File: src/rtl/ring_input_buffer_if.sv
// ring_input_buffer_if
// Link-side and consumer-side signals of one ring input buffer, bundled.
//   polarity  : global phase (1 = even VC link-write / odd VC drain)
//   si/ri/di  : upstream link send strobe, ready, packet
//   request_* : per-VC Moore requests to PE ejection / onward hop
//   grant_*   : per-VC consumer acceptance
//   data_out_*: per-VC stored packet
//   vc_err    : sticky VC/phase mismatch flag
// modport master = upstream link + consumers, modport slave = the buffer.
interface ring_input_buffer_if #(
  parameter int unsigned DATA_WIDTH = 64
);
  logic                  polarity;
  logic                  si;
  logic                  ri;
  logic [DATA_WIDTH-1:0] di;
  logic                  request_pe_even;
  logic                  request_pe_odd;
  logic                  request_fwd_even;
  logic                  request_fwd_odd;
  logic                  grant_pe_even;
  logic                  grant_pe_odd;
  logic                  grant_fwd_even;
  logic                  grant_fwd_odd;
  logic [DATA_WIDTH-1:0] data_out_even;
  logic [DATA_WIDTH-1:0] data_out_odd;
  logic                  vc_err;

  modport master (
    output polarity, si, di,
    output grant_pe_even, grant_pe_odd, grant_fwd_even, grant_fwd_odd,
    input  ri,
    input  request_pe_even, request_pe_odd, request_fwd_even, request_fwd_odd,
    input  data_out_even, data_out_odd, vc_err
  );

  modport slave (
    input  polarity, si, di,
    input  grant_pe_even, grant_pe_odd, grant_fwd_even, grant_fwd_odd,
    output ri,
    output request_pe_even, request_pe_odd, request_fwd_even, request_fwd_odd,
    output data_out_even, data_out_odd, vc_err
  );
endinterface

File: src/rtl/ring_input_buffer.sv
// ring_input_buffer
// Two single-entry buffers (even VC, odd VC) at a ring node input. The
// phase-selected VC accepts a packet from the upstream link; the other VC
// is drained by either the local PE or the onward ring hop.
// Ports:
//   clk  : clock, all state on posedge
//   rst  : synchronous active-high reset
//   bus  : ring_input_buffer_if.slave (link, requests, grants, data, vc_err)
// Packet fields: bit 63 = VC (0 even, 1 odd), bits 55:48 = remaining hops.
module ring_input_buffer #(
  parameter int unsigned DATA_WIDTH = 64
) (
  input logic                 clk,
  input logic                 rst,
  ring_input_buffer_if.slave  bus
);

  localparam int unsigned VC_BIT = 63;
  localparam int unsigned HOP_HI = 55;
  localparam int unsigned HOP_LO = 48;

  localparam logic [1:0] EMPTY    = 2'd0;
  localparam logic [1:0] FULL_PE  = 2'd1;
  localparam logic [1:0] FULL_FWD = 2'd2;

  // index 0 = even VC, index 1 = odd VC
  logic [1:0]            state_q [2];
  logic [DATA_WIDTH-1:0] data_q  [2];
  logic                  vc_err_q;

  logic [1:0]            grant_pe;
  logic [1:0]            grant_fwd;
  logic [1:0]            drain;
  logic [1:0]            cap;
  logic                  wr_fire;
  logic                  vc_ok;
  logic [7:0]            hop;
  logic                  hop_zero;
  logic [DATA_WIDTH-1:0] cap_data;

  assign grant_pe  = {bus.grant_pe_odd,  bus.grant_pe_even};
  assign grant_fwd = {bus.grant_fwd_odd, bus.grant_fwd_even};

  // Ready only for the phase-selected VC and never during reset.
  assign bus.ri = ~rst & (bus.polarity ? (state_q[0] == EMPTY)
                                       : (state_q[1] == EMPTY));

  always_comb begin
    wr_fire  = bus.si & bus.ri;
    // polarity=1 expects even (bit 63 = 0); polarity=0 expects odd (bit 63 = 1)
    vc_ok    = (bus.di[VC_BIT] != bus.polarity);
    hop      = bus.di[HOP_HI:HOP_LO];
    hop_zero = (hop == 8'd0);
    cap_data = bus.di;
    if (!hop_zero) begin
      cap_data[HOP_HI:HOP_LO] = hop >> 1;
    end
    cap = {wr_fire & vc_ok & ~bus.polarity, wr_fire & vc_ok & bus.polarity};
  end

  for (genvar v = 0; v < 2; v++) begin : g_vc
    // A grant only counts when it matches the current request.
    assign drain[v] = ((state_q[v] == FULL_PE)  & grant_pe[v]) |
                      ((state_q[v] == FULL_FWD) & grant_fwd[v]);

    // cap and drain never hit the same VC together: ri requires EMPTY.
    always_ff @(posedge clk) begin
      if (rst) begin
        state_q[v] <= EMPTY;
        data_q[v]  <= '0;
      end else if (drain[v]) begin
        state_q[v] <= EMPTY;
      end else if (cap[v]) begin
        state_q[v] <= hop_zero ? FULL_PE : FULL_FWD;
        data_q[v]  <= cap_data;
      end
    end
  end

  always_ff @(posedge clk) begin
    if (rst) begin
      vc_err_q <= 1'b0;
    end else if (wr_fire & ~vc_ok) begin
      vc_err_q <= 1'b1;
    end
  end

  assign bus.request_pe_even  = (state_q[0] == FULL_PE);
  assign bus.request_fwd_even = (state_q[0] == FULL_FWD);
  assign bus.request_pe_odd   = (state_q[1] == FULL_PE);
  assign bus.request_fwd_odd  = (state_q[1] == FULL_FWD);
  assign bus.data_out_even    = data_q[0];
  assign bus.data_out_odd     = data_q[1];
  assign bus.vc_err           = vc_err_q;

endmodule

File: src/flat_wrapper.sv
// flat-port wrapper written by rule: the top's interface ports become plain ports
module ring_input_buffer_flat 
#(
  parameter int unsigned DATA_WIDTH = 64
)
  (clk, rst, bus_polarity, bus_si, bus_di, bus_grant_pe_even, bus_grant_pe_odd, bus_grant_fwd_even, bus_grant_fwd_odd, bus_ri, bus_request_pe_even, bus_request_pe_odd, bus_request_fwd_even, bus_request_fwd_odd, bus_data_out_even, bus_data_out_odd, bus_vc_err);
  ring_input_buffer_if #(.DATA_WIDTH(DATA_WIDTH)) bus_i ();
  input logic clk;
  input logic rst;
  input wire logic [$bits(bus_i.polarity)-1:0] bus_polarity;
  input wire logic [$bits(bus_i.si)-1:0] bus_si;
  input wire logic [$bits(bus_i.di)-1:0] bus_di;
  input wire logic [$bits(bus_i.grant_pe_even)-1:0] bus_grant_pe_even;
  input wire logic [$bits(bus_i.grant_pe_odd)-1:0] bus_grant_pe_odd;
  input wire logic [$bits(bus_i.grant_fwd_even)-1:0] bus_grant_fwd_even;
  input wire logic [$bits(bus_i.grant_fwd_odd)-1:0] bus_grant_fwd_odd;
  output wire logic [$bits(bus_i.ri)-1:0] bus_ri;
  output wire logic [$bits(bus_i.request_pe_even)-1:0] bus_request_pe_even;
  output wire logic [$bits(bus_i.request_pe_odd)-1:0] bus_request_pe_odd;
  output wire logic [$bits(bus_i.request_fwd_even)-1:0] bus_request_fwd_even;
  output wire logic [$bits(bus_i.request_fwd_odd)-1:0] bus_request_fwd_odd;
  output wire logic [$bits(bus_i.data_out_even)-1:0] bus_data_out_even;
  output wire logic [$bits(bus_i.data_out_odd)-1:0] bus_data_out_odd;
  output wire logic [$bits(bus_i.vc_err)-1:0] bus_vc_err;
  assign bus_i.polarity = bus_polarity;
  assign bus_i.si = bus_si;
  assign bus_i.di = bus_di;
  assign bus_i.grant_pe_even = bus_grant_pe_even;
  assign bus_i.grant_pe_odd = bus_grant_pe_odd;
  assign bus_i.grant_fwd_even = bus_grant_fwd_even;
  assign bus_i.grant_fwd_odd = bus_grant_fwd_odd;
  assign bus_ri = bus_i.ri;
  assign bus_request_pe_even = bus_i.request_pe_even;
  assign bus_request_pe_odd = bus_i.request_pe_odd;
  assign bus_request_fwd_even = bus_i.request_fwd_even;
  assign bus_request_fwd_odd = bus_i.request_fwd_odd;
  assign bus_data_out_even = bus_i.data_out_even;
  assign bus_data_out_odd = bus_i.data_out_odd;
  assign bus_vc_err = bus_i.vc_err;
  ring_input_buffer #(.DATA_WIDTH(DATA_WIDTH)) u_core (.clk(clk), .rst(rst), .bus(bus_i));
endmodule
File: config.mk
export PLATFORM = sky130hd
export DESIGN_NAME = ring_input_buffer_flat
export DESIGN_NICKNAME = d
export VERILOG_FILES = /design/src/rtl/ring_input_buffer_if.sv /design/src/rtl/ring_input_buffer.sv /design/src/flat_wrapper.sv
export SDC_FILE = /design/constraint.sdc
export NUM_CORES = 1
export LEC_CHECK = 0
export ABC_AREA = 0
export CORE_AREA = 8 8 118 120
export DETAILED_ROUTE_END_ITERATION = 10
export DIE_AREA = 0 0 126 128
export DONT_BUFFER_PORTS = 1
export SLEW_MARGIN = 20
export SYNTH_ARGS = -nofsm -noshare
export SYNTH_HDL_FRONTEND = slang
export SYNTH_SLANG_ARGS = --single-unit
export TNS_END_PERCENT = 10
File: constraint.sdc
create_clock -name clk -period 7.95 [get_ports clk]
set_input_delay 2.385 -clock clk [delete_from_list [all_inputs] [get_ports clk]]
set_output_delay 2.385 -clock clk [all_outputs]
set_load 0.02 [all_outputs]
# [Yosys cells after proc, flatten, opt, wreduce, memory -nomap -nowiden]
# Memories as Yosys holds them, arrays and structs flattened.
# Index checks and enable logic that the tools add are counted.
[word_totals] register_bits=1 ramBits=132 word_cells=57 n_memories=2
[mem_list] memory="u_core.data_q" words=2 width=64 rd=2 rd_ports_with_merged_regs=0 wr=2 line_no="ring_input_buffer.sv:28" source="logic [DATA_WIDTH-1:0] data_q [2];"
[mem_list] memory="u_core.state_q" words=2 width=2 rd=2 rd_ports_with_merged_regs=0 wr=2 line_no="ring_input_buffer.sv:27" source="logic [1:0] state_q [2];"
[op_classes] n_eq_ne=5 n_mux=25 n_bitwise=21 reduce_logical=3
[ops] cell="64-bit 2-to-1 mux" count=2
[ops] cell="1-bit 2-to-1 mux" count=17
[ops] cell="1-bit AND" count=10
[ops] cell="2-bit 2-to-1 mux" count=5
[ops] cell="8-bit zero test" count=1
[ops] cell="8-bit 2-to-1 mux" count=1
[ops] cell="1-bit bitwise OR" count=8
[ops] cell="2-bit by 1-bit equality test with 1-bit output, second input constant" count=2
[ops] cell="2-bit equality test, second input constant" count=2
[ops] cell="2-bit zero test" count=2
[ops] cell="1-bit inverter" count=3
[ops] cell="1-bit != test" count=1

# [Logic depth before layout (Yosys ltp)]
[logic_depth] depth_word=11 mapped_depth=7 ltp_nobuf=3

# [Worst setup path after synthesis]
# Ideal clock, no wire load.
[synth_timing] path_kind="input to register" from="in bus_grant_fwd_odd" to="mem u_core.data_q[1][0], enable pin" setup_time_ns=0.499 arrival_ns=6.127 required_ns=7.451 slack_ns=1.324 stages=3 path_buffers=0 path_cell_list="and3b_1 > or4b_4 > o21bai_1"
[synth_rtl] item="start, declared" line_no="flat_wrapper.sv:16" source="input wire logic [$bits(bus_i.grant_fwd_odd)-1:0] bus_grant_fwd_odd;"
[synth_rtl] item="end, declared" line_no="ring_input_buffer.sv:28"

# [Worst setup path after layout]
[layout_timing] from="in bus_polarity" to="out bus_ri"
[layout_between] elab_chain_cells=2
[layout_rtl] item="start, declared" line_no="flat_wrapper.sv:10" source="input wire logic [$bits(bus_i.polarity)-1:0] bus_polarity;"
[layout_rtl] item="1-bit 2-to-1 mux" line_no="ring_input_buffer.sv:45" source="assign bus.ri = ~rst & (bus.polarity ? (state_q[0] == EMPTY)"
[layout_rtl] item="1-bit AND" line_no="ring_input_buffer.sv:45"
[layout_rtl] item="end, declared" line_no="flat_wrapper.sv:17" source="output wire logic [$bits(bus_i.ri)-1:0] bus_ri;"
# No other way between the ends.

==> out/results.tsv <==
stage	metric	value	unit
sta	finalSetupTns	0	ns
yosys	synth_top_area_frac	0.7521	
setup_path	critPathTopFamily	simple AND/OR/NAND/NOR gates	
floorplan	num_rows	41	
yosys	synthFlopType	edfxtp_1	
clock_tree	cts_resized	0	
sta	setup_viol_count_final	0	
setup_path	start_kind	primary input	
min_path	hold_end	u_core.bus.vc_err	
yosys	syn_area_per_cell	16.27	µm²
placed_design	dp_hpwl	8165	µm
route	via_count	2742	
yosys	synth_cell_types	27	
layout	fillers	1015	
yosys	synthMostInstantiatedCell	edfxtp_1	
yosys	synth_edf_count	132	
sta	clock_skew	0.008276	ns
power	irDropWorstVdd	0.0001373	V
sta	period_needed	5.304	ns
setup_path	cp_cell_sequence	nor3_1 > a21oi_1 > nor2_1	
clock_tree	path_clk_slew	0.06	ns
clock_tree	clk_latency	0.40	ns
clock_tree	cts-buffers-inserted	17	
setup_path	worst_path_largest_cell_delay	0.31	ns
placed_design	pre_cts_ws	2.629	ns
min_path	hold_depth	2	
route	routed_wl	12080	µm
clock_tree	cts_num_sinks	133	
layout	area_growth	14.10	%
setup_path	path_class	in -> out	
floorplan	die_height	128	µm
clock_tree	cts_setup_buffers	0	
global_routing	antenna_found_initial	1	
route	routedWlPerCell	24.80	µm
power	p_leak	2.583	nW
layout	fin_nets	396	
layout	drive_above_1_share	0.1810	
floorplan	fp.coreArea	0.01221	mm²
placed_design	gp_congestion	0.7114	
sta	worst_pin_slew	0.9101	ns
floorplan	start_util	0.4316	
setup_path	rr_startpoint	u_core.state_q[1][1]	
min_path	hp-start	u_core.bus.vc_err	
sta	period_share	0.6671	
clock_tree	clockRootBuffer	clkbuf_16	
clock_tree	tritoncts	built	
setup_path	reg2reg_setup_slack	4.99	ns
setup_path	critical_path_required	5.57	ns
job	cap_violations	0	
sta	hold_violations	0	
route	vias_per_cell	5.630	
placed_design	port_buffers	0	
setup_path	critPathCaptureType	output port	
sta	rsz0062_at_grt	false	
min_path	hold_class	reg -> reg	
clock_tree	htreeDepth	4	
global_routing	grt_pass1_wl	17470	µm
layout	diodes	0	
power	power_density	295.9	mW/mm²
setup_path	worstPathArrival	2.92	ns
floorplan	die-area	0.01613	mm²
yosys	syn_area	0.005270	mm²
yosys	yosysWarnings	0	
yosys	synth_top_cell_by_area	edfxtp_1	
yosys	synthTopCellsByArea	edfxtp_1, and3_1, and3_2	
sta	fmax	188.5	MHz
yosys	seq_area_frac_synth	0.7559	
global_routing	first_global_vias	2737	
global_routing	grt_start_max_net_pins	127	
yosys	synthArstFlopShare	0	
yosys	syn_inst	324	
clock_tree	postCtsHoldBufs	0	
setup_path	reg2reg_to	u_core.data_q[1][63]	
yosys	netlist_top_cells_count	edfxtp_1, and3_1, clkbuf_2	
route	drt_iter0_drc	234	
sta	maxSlewViolCount	0	
setup_path	critical_path.max_fanout	9	
yosys	ys_seq_elements	133	
floorplan	fp.dieW	126	µm
clock_tree	clockBufferDepth	2	
route	detail-route-antenna-nets	0	
status	status	completed	
route	firstDrtPassIters	4	
setup_path	cp_num_buf_inv	0	
floorplan	pin_count	206	
sta	setup_ws	2.646	ns
route	drc	0	
setup_path	reg2reg_depth	4	
setup_path	worst_path_max_delay_cell	nor2_1	
sta	max_slew_margin	0.3916	
global_routing	track_usage	0.1454	
global_routing	grt_overflow	0	
[final cells by class]
class,count,area [µm²],area share
inverter,1,3.754,0.0006242
clock buffer,19,432.9,0.07199
clock inverter,13,205.2,0.03412
tap,150,187.7,0.03121
sequential,133,3984,0.6625
multi-input combinational,164,1135,0.1887
timing repair buffer,7,65.06,0.01082
[cell usage in the layout (no fill, tap or decap)]
| master | instances |
|---|---|
| nor2b_1 | 4 |
| xnor2_1 | 1 |
| clkinv_2 | 2 |
| bufinv_16 | 5 |
| clkbuf_16 | 17 |
| nor4_2 | 1 |
| clkbuf_1 | 2 |
| o21ba_4 | 1 |
| and3_1 | 111 |
| clkinv_4 | 2 |
| nor2_1 | 3 |
| or4b_4 | 2 |
| inv_1 | 1 |
| and3b_1 | 4 |
| buf_12 | 1 |
| nand2_1 | 1 |
| a21oi_1 | 2 |
| and4bb_2 | 1 |
| nor3_1 | 4 |
| o21ai_0 | 3 |
| dfxtp_1 | 1 |
| and3_2 | 15 |
| o21bai_4 | 2 |
| inv_6 | 1 |
| nor4b_4 | 2 |
| conb_1 | 3 |
| nor4b_2 | 1 |
| clkinv_1 | 1 |
| clkinvlp_4 | 2 |
| nor4_1 | 3 |
| edfxtp_1 | 132 |
| buf_4 | 6 |
[routing by layer]
metal | track usage | share of wire | up-vias
li1 | - | - | 1249
met1 | 0.1622 | 0.40 | 1332
met2 | 0.2242 | 0.46 | 146
met3 | 0.09401 | 0.13 | 13
met4 | 0.04317 | 0.0098 | 2
met5 | 0 | 0.0011 | -
[registers in the layout, indices dropped and copies added (netlist names)]
signal and count:
u_core.bus.vc_err 1, u_core.data_q 128, u_core.state_q 4
[logic make-up after synthesis]
kind of cell              after synthesis  share of synthesized area
other                                   1                  0.0007116
xor gates and xnor gates                1                   0.001662
buffers and inverters                  29                    0.03561
DFF                                   133                     0.7559
AOI/OAI and AO/OA                       8                   0.009495
and+or+nand+nor                       152                     0.1966
[power breakdown]
group | switching, mW | leakage, nW | internal (mW)
clock | 0.285 | 0.305 | 0.556
sequential | 0.0628 | 1.38 | 0.813
combinational | 0.0463 | 0.898 | 0.0162
[worst min-delay path: stages, from the launching register on]
cell and delay (ns):
dfxtp_1 0.38, inv_1 0.08, a21oi_1 0.05
[worst max path at each step]
stage	start	end	slack [ns]	depth (start not counted)
2_1_floorplan	bus_grant_fwd_odd	u_core.data_q[1][0]	1.32	3
3_3_place_gp	bus_polarity	bus_ri	2.64	3
3_5_place_dp	bus_polarity	bus_ri	2.63	3
4_1_cts	bus_polarity	bus_ri	2.63	3
5_1_grt	bus_polarity	bus_ri	2.60	3
6_report	bus_polarity	bus_ri	2.65	3
[per-stage QoR]
stage          instances    util  power [mW]  hold WS [ns]  instance area [µm²]
3_5_place_dp         454  0.4386      0.9536        0.5502                 5355
5_1_grt              487  0.4925       1.827        0.5883                 6013
2_1_floorplan        326       -      0.9354        0.5222                 5278
4_1_cts              486  0.4909       1.792        0.5587                 5993
6_report             487  0.4925       1.779        0.5524                 6013
3_3_place_gp         454  0.4386      0.9523        0.5567                 5355
No activity file was read; power rests on OpenSTA's default activity.
